## src/rtl/uart_tx_wrapper.sv

```systemverilog
// ---------------------------------------------------------------------------
// uart_tx_wrapper
//
// Byte-stream to 8N1 serial transmitter with a small input FIFO.
// Bytes arrive on a valid/ready handshake (rd_avl / rd_rdy). They are queued
// in a power-of-two FIFO and sent LSB first as 1 start bit, 8 data bits and
// 1 stop bit. Each bit lasts CLKS_PER_BIT clocks. Queued frames follow each
// other back-to-back, with no idle bit between them.
//
// Parameters
//   CLKS_PER_BIT : clk cycles per serial bit (1..65535)
//   FIFO_DEPTH   : byte entries in the input FIFO (power of two, 2..64)
//
// Ports
//   clk      in   1  sole clock, all state updates on posedge
//   rst      in   1  asynchronous active-high reset
//   rd_avl   in   1  upstream presents a byte on rd_data
//   rd_data  in   8  byte to transmit
//   rd_rdy   out  1  a byte is accepted on this cycle's edge if rd_avl=1
//   txd      out  1  registered serial line, idle high
//   busy     out  1  a frame is in flight or the FIFO holds data
// ---------------------------------------------------------------------------
module uart_tx_wrapper #(
    parameter int CLKS_PER_BIT = 16,
    parameter int FIFO_DEPTH   = 4
) (
    input  logic       clk,
    input  logic       rst,
    input  logic       rd_avl,
    input  logic [7:0] rd_data,
    output logic       rd_rdy,
    output logic       txd,
    output logic       busy
);

    // -----------------------------------------------------------------------
    // Sizing
    // -----------------------------------------------------------------------
    localparam int PTR_W  = $clog2(FIFO_DEPTH);
    localparam int CNT_W  = PTR_W + 1;              // holds 0..FIFO_DEPTH
    // A one-clock bit still needs a one-bit counter to keep widths legal.
    localparam int BAUD_W = (CLKS_PER_BIT > 1) ? $clog2(CLKS_PER_BIT) : 1;

    localparam logic [BAUD_W-1:0] BAUD_LAST = BAUD_W'(CLKS_PER_BIT - 1);
    localparam logic [CNT_W-1:0]  CNT_FULL  = CNT_W'(FIFO_DEPTH);

    typedef enum logic [1:0] {
        S_IDLE,
        S_START,
        S_DATA,
        S_STOP
    } state_t;

    // -----------------------------------------------------------------------
    // FIFO storage and control
    // -----------------------------------------------------------------------
    logic [7:0]       r_mem [FIFO_DEPTH];
    logic [PTR_W-1:0] r_wr_ptr;
    logic [PTR_W-1:0] r_rd_ptr;
    logic [CNT_W-1:0] r_count;

    // -----------------------------------------------------------------------
    // Transmitter state
    // -----------------------------------------------------------------------
    state_t            r_state;
    logic [BAUD_W-1:0] r_baud;
    logic [2:0]        r_bit_idx;
    logic [7:0]        r_shift;
    logic              r_txd;

    logic w_push;
    logic w_pop;
    logic w_fifo_empty;
    logic w_baud_done;

    // Ready comes straight from the registered count. It is forced low while
    // reset is held, so no byte can be accepted during reset.
    assign rd_rdy       = ~rst & (r_count != CNT_FULL);
    assign w_push       = rd_avl & rd_rdy;
    assign w_fifo_empty = (r_count == '0);
    assign w_baud_done  = (r_baud == BAUD_LAST);

    // The transmitter takes a byte in two places: from IDLE as soon as data
    // is present, and at the final clock of a stop bit. Taking it at the end
    // of the stop bit chains frames with no idle gap.
    assign w_pop = ~w_fifo_empty &
                   ((r_state == S_IDLE) |
                    ((r_state == S_STOP) & w_baud_done));

    // Storage has no reset. A write needs w_push, and w_push is already
    // gated off during reset, so stale contents are never read: the count
    // is cleared by reset.
    always_ff @(posedge clk) begin
        if (w_push) begin
            r_mem[r_wr_ptr] <= rd_data;
        end
    end

    // Pointer and occupancy bookkeeping. The pointers wrap naturally because
    // the depth is a power of two. A push while full is blocked by rd_rdy. A
    // pop while empty is blocked inside w_pop.
    always_ff @(posedge clk or posedge rst) begin
        if (rst) begin
            r_wr_ptr <= '0;
            r_rd_ptr <= '0;
            r_count  <= '0;
        end else begin
            if (w_push) begin
                r_wr_ptr <= r_wr_ptr + PTR_W'(1);
            end
            if (w_pop) begin
                r_rd_ptr <= r_rd_ptr + PTR_W'(1);
            end
            case ({w_push, w_pop})
                2'b10:   r_count <= r_count + CNT_W'(1);
                2'b01:   r_count <= r_count - CNT_W'(1);
                default: r_count <= r_count;
            endcase
        end
    end

    // -----------------------------------------------------------------------
    // Frame sequencer
    //
    // txd is registered and loaded with the level for the coming clock
    // period. When a state changes, the new state's line level goes out on
    // that same edge, so each bit is exactly CLKS_PER_BIT clocks wide and a
    // frame is exactly 10*CLKS_PER_BIT clocks long.
    // -----------------------------------------------------------------------
    always_ff @(posedge clk or posedge rst) begin
        if (rst) begin
            r_state   <= S_IDLE;
            r_baud    <= '0;
            r_bit_idx <= '0;
            r_shift   <= '0;
            r_txd     <= 1'b1;
        end else begin
            case (r_state)
                S_IDLE: begin
                    r_txd  <= 1'b1;
                    r_baud <= '0;
                    if (w_pop) begin
                        r_shift <= r_mem[r_rd_ptr];
                        r_state <= S_START;
                        r_txd   <= 1'b0;
                    end
                end

                S_START: begin
                    if (w_baud_done) begin
                        r_baud    <= '0;
                        r_bit_idx <= '0;
                        r_state   <= S_DATA;
                        r_txd     <= r_shift[0];
                    end else begin
                        r_baud <= r_baud + BAUD_W'(1);
                    end
                end

                S_DATA: begin
                    if (w_baud_done) begin
                        r_baud  <= '0;
                        r_shift <= r_shift >> 1;
                        if (r_bit_idx == 3'd7) begin
                            r_state <= S_STOP;
                            r_txd   <= 1'b1;
                        end else begin
                            r_bit_idx <= r_bit_idx + 3'd1;
                            // bit 1 is what lands in bit 0 after this shift
                            r_txd     <= r_shift[1];
                        end
                    end else begin
                        r_baud <= r_baud + BAUD_W'(1);
                    end
                end

                S_STOP: begin
                    if (w_baud_done) begin
                        r_baud <= '0;
                        if (w_pop) begin
                            r_shift <= r_mem[r_rd_ptr];
                            r_state <= S_START;
                            r_txd   <= 1'b0;
                        end else begin
                            r_state <= S_IDLE;
                            r_txd   <= 1'b1;
                        end
                    end else begin
                        r_baud <= r_baud + BAUD_W'(1);
                    end
                end

                default: begin
                    r_state <= S_IDLE;
                    r_baud  <= '0;
                    r_txd   <= 1'b1;
                end
            endcase
        end
    end

    assign txd  = r_txd;
    assign busy = (r_state != S_IDLE) | ~w_fifo_empty;

endmodule

```

## config.mk

```make
export PLATFORM = sky130hd
export DESIGN_NAME = uart_tx_wrapper
export DESIGN_NICKNAME = d
export VERILOG_FILES = /design/src/rtl/uart_tx_wrapper.sv
export SDC_FILE = /design/constraint.sdc
export NUM_CORES = 1
export LEC_CHECK = 0
export CORE_ASPECT_RATIO = 0.6
export CORE_MARGIN = 2
export CORE_UTILIZATION = 50
export CTS_CLUSTER_DIAMETER = 50
export DETAILED_ROUTE_END_ITERATION = 6
export PLACE_DENSITY = 0.71
export SLEW_MARGIN = 10
export SYNTH_ARGS = -nofsm -noshare
export SYNTH_HDL_FRONTEND = slang
export SYNTH_SLANG_ARGS = --single-unit
```

## constraint.sdc

```tcl
create_clock -name clk -period 5.5 [get_ports clk]
set_clock_uncertainty 0.1 [all_clocks]
set_input_delay 0.825 -clock clk [delete_from_list [all_inputs] [get_ports clk]]
set_output_delay 0.825 -clock clk [all_outputs]
set_load 0.02 [all_outputs]
```

==> impl_summary.txt <==
----------------------------------------------------
[Finish]
  Fill cells ... just under 400
  Antenna diode count ... 0
  Count of nets after finishing ... 210
  Storage cell area ... approximately 1600 sq um
  Synth-to-Final Area Change ... 13.32%
  Area occupied by multi-input gates ... approximately 930 sq um
  Share of final-layout standard cells stronger than drive strength 1 ... 21.99%
  Post-layout instance count excluding filler cells ... 257

[Clock network]
  Number of sinks on the clock net ... 57
  # resized after CTS ... 0
  Post-CTS Repair Setup Buffers ... 0
  Clock tree from TritonCTS ... built
  Clock transition at the register clock pins on the worst setup and hold paths after CTS ... 60 ps
  Number of buffers inserted for hold repair after clock tree synthesis ... 0
  Clock insertion delay at the later pin of the skew report ... about 330 ps
  Number of buffers between clock root and the deepest sink ... 2
  Root buffer cell ... sky130_fd_sc_hd__clkbuf_8
  # H-tree levels ... 3
  Number of buffers added by the clock tree synthesis step ... 9

[Power and ir drop]
  Leakage Power ... ~1.1 nW
  Pwr dens ... between 500 and 600 nW/um^2
  Max VDD drop ... between 0.2 and 0.25 mV

[Setup path]
  Reg2reg start ... r_state[0]
  Nature of the critical path startpoint ... primary input
  Cell with the largest stage delay on the worst path ... sky130_fd_sc_hd__clkdlybuf4s50_1
  Kind of end point of the critical path ... output pin
  Origin of the worst setup path ... rst
  Endpoint of the most critical register-to-register path ... r_count[2]
  Worst endpoint data arrival time ... 2280 ps
  Worst Setup Path Type ... primary input to output pin
  Worst Reg2Reg Path Length in Cells ... 10
  CP required ... 4580 ps
  Ordered list of cells on the worst path ... clkdlybuf4s50_1 > a31oi_1 > clkdlybuf4s50_1
  R2R Setup Slk ... roughly 2900 ps
  Crit-path max cell delay ... about 690 ps
  Cell type with the highest occurrence count on the critical path ... sky130_fd_sc_hd__clkdlybuf4s50_1
  Maximum fanout along the worst path ... 6

[Placed design]
  Number of I/O port buffers ... 13
  Gp weighted congestion ... ~0.86
  Cell count after placement ... about 240
  Placed wire-length estimate after detailed placement ... slightly above 3 mm

[Timing]
  Maximum clock frequency ... between 300 and 400 MHz
  Least-Margin Pin Slew ... just over 1000 ps
  Setup TNS ... 0 ps
  Period utilization ... slightly below 60%
  Min cycle time layout ... 3207 ps
  RSZ-0062 raised after global routing ... no
  Remaining max-slew budget at the tightest pin ... a little under a third
  Slew Viols, Final ... 0
  Final-report setup violation count ... 0
  Hold violation count in the final report ... 0

[Global routing]
  Total overflow reported by the global router ... 0
  Global-route wire length before repair ... about 7.4 mm
  Vias in the first global route ... roughly 1500
  Maximum number of pins on one net before global-route repair ... 26
  Total global routing track utilization ... 17.95%
  Initial antenna violation count ... 0

[Logic synthesis]
  Most frequent cell after synthesis ... sky130_fd_sc_hd__edfxtp_1
  Gate count of the mapped netlist ... 168
  Number of distinct library cell variants in the gate-level netlist after synthesis ... 35
  Sequential share of the synthesized area ... around three fifths
  Area fraction of the dominant cell type after synthesis ... approximately 37%
  Main area contributors after synthesis ... sky130_fd_sc_hd__edfxtp_1 (37%), sky130_fd_sc_hd__dfrtp_1 (23%), sky130_fd_sc_hd__mux2_2 (7.8%), sky130_fd_sc_hd__mux4_2 (7.0%), sky130_fd_sc_hd__ha_1 (5.8%)
  Area share of xor/xnor cells in the synthesized design ... under 10%
  Post-synthesis average cell area ... 15.37 sq um
  Primary flip-flop cell chosen by synthesis mapping ... sky130_fd_sc_hd__edfxtp_1
  Compound-gate portion of the synthesized area ... just under 6%
  Ranking of synthesized cells by instance count ... sky130_fd_sc_hd__edfxtp_1 (32), sky130_fd_sc_hd__dfrtp_1 (24), sky130_fd_sc_hd__mux2_2 (18), sky130_fd_sc_hd__ha_1 (12), sky130_fd_sc_hd__inv_1 (10)
  Post-synthesis cell type with the largest combined area ... sky130_fd_sc_hd__edfxtp_1
  Multiplexer fraction of the synthesized cell area ... around 15%
  Synthesis-stage register bit count ... 57
  FFs w/ async S/R, synth ... 43.86%
  Post-synthesis instance area ... about 2600 sq um
  Net count after synthesis ... ~190
  Simple-gate share of the synthesized area ... under 10%
  Number of synthesized flops with an enable pin ... 32
  Dominant combinational cell family by area after synthesis ... multiplexers
  Synthesized-area fraction occupied by adder cells ... ~6.6%
  Total number of yosys warnings ... 0

[Job]
  Max Cap Viol ... 0

[Detailed routing]
  Drt drc ... 0
  WL/cell ... between 15 and 20 um
  Number of nets with antenna violations after detailed routing ... 0
  DRT Pass-1 Iters ... 4
  Avg Vias per Cell ... about 5.5
  Vias ... 1405
  Total wire length after detailed routing ... between 4 and 5 mm
  Drt first-iter violations ... 55

[Hold path]
  Worst Hold Launch ... r_shift[3]
  Cell count of the worst hold path ... 1
  Hold/Removal Path Class ... register to register
  Hold EP ... r_shift[3]

[Die]
  Floorplan Core Area ... 5030 sq um
  Number of cell rows ... 20
  Ports placed on the boundary ... 14
  Starting Density ... just over 50%
  Die height ... between 50 and 60 um
  Total die area ... around 5800 sq um
  Overall die width ... around 97 um

[Outcome]
  Run status ... finished, final reports clean

----------------------------------------------------
[metrics by stage]
step           total power (W)  worst slack, ps  area [sq um]  hold slack (ps)  utilization [%]
3_5_place_dp          0.001234             2321          2764            390.2            54.95
6_report              0.001551             2293          2927            405.8            58.18
2_1_floorplan         0.001101             2876          2582            358.8                -
5_1_grt               0.001659             2202          2927            424.1            58.18
4_1_cts               0.001560             2307          2927            403.7            58.18
3_3_place_gp          0.001196             2376          2764            378.3            54.95
[per-layer routing]
layer | GRT usage (%) | routed length (um)
met1 | 23.10 | 2113
met2 | 27.18 | 2084
met3 | 8.421 | 216
met4 | 6.640 | 35
met5 | 0 | 0
[how the worst max path moves through the flow]
stage                             to  slack, ps  cells after the start
after detailed placement      rd_rdy       2320                      3
after CTS                     rd_rdy       2310                      3
final                         rd_rdy       2290                      3
after floorplan           r_count[2]       2880                      9
after global routing          rd_rdy       2200                      3
after global placement        rd_rdy       2380                      3
[layout by cell type (no fill, tap or decap), drive strengths merged]
master and count:
a21oi 5, fa 1, nor3 4, a22o 5, edfxtp 32, a41oi 1
clkbuf 11, ha 12, and3 5, a21o 2, and2 1, a31oi 1
o221a 1, o21ai 4, clkinv 5, nor2b 3, nand4b 1, or3b 1
nor2 5, xnor2 4, xor2 3, a311oi 1, or3 2, nand2 5
dfstp 1, dfrtp 24, nand4 1, clkdlybuf4s50 13, inv 10, nand2b 1
mux4 8, mux2 18
[final cells by class]
type                            count  area share [%]
Sequential cell                    57           54.25
Multi-Input combinational cell     95           31.64
Clock buffer                       11           4.831
Timing Repair Buffer               13           4.446
Tap cell                           66           2.822
Inverter                           10           1.283
Clock inverter                      5          0.7268
[critical path, delay by kind of cell]
kind	cells	cell delay, ps
compound gates	1	350
buf+inv	2	1110
[sequential cells by signal, summed over array words and instances, names as in the netlist]
signal	cells
r_baud	4
r_bit_idx	3
r_count	3
r_mem	32
r_rd_ptr	2
r_shift	8
r_state	2
r_wr_ptr	2
txd	1
[power by group]
group	internal, W	switching (W)
Clock	0.000169	0.000154
Combinational	0.000295	0.000258
Sequential	0.000570	0.000105
[logic make-up after synthesis]
logic type / count (synthesis)
adders and majority gates: 13
and+or+nand+nor: 29
AOI/OAI and AO/OA: 20
buffers and inverters: 16
DFF: 57
xor gates and xnor gates: 7
muxes: 26
Power figures use the tool's default switching activity.
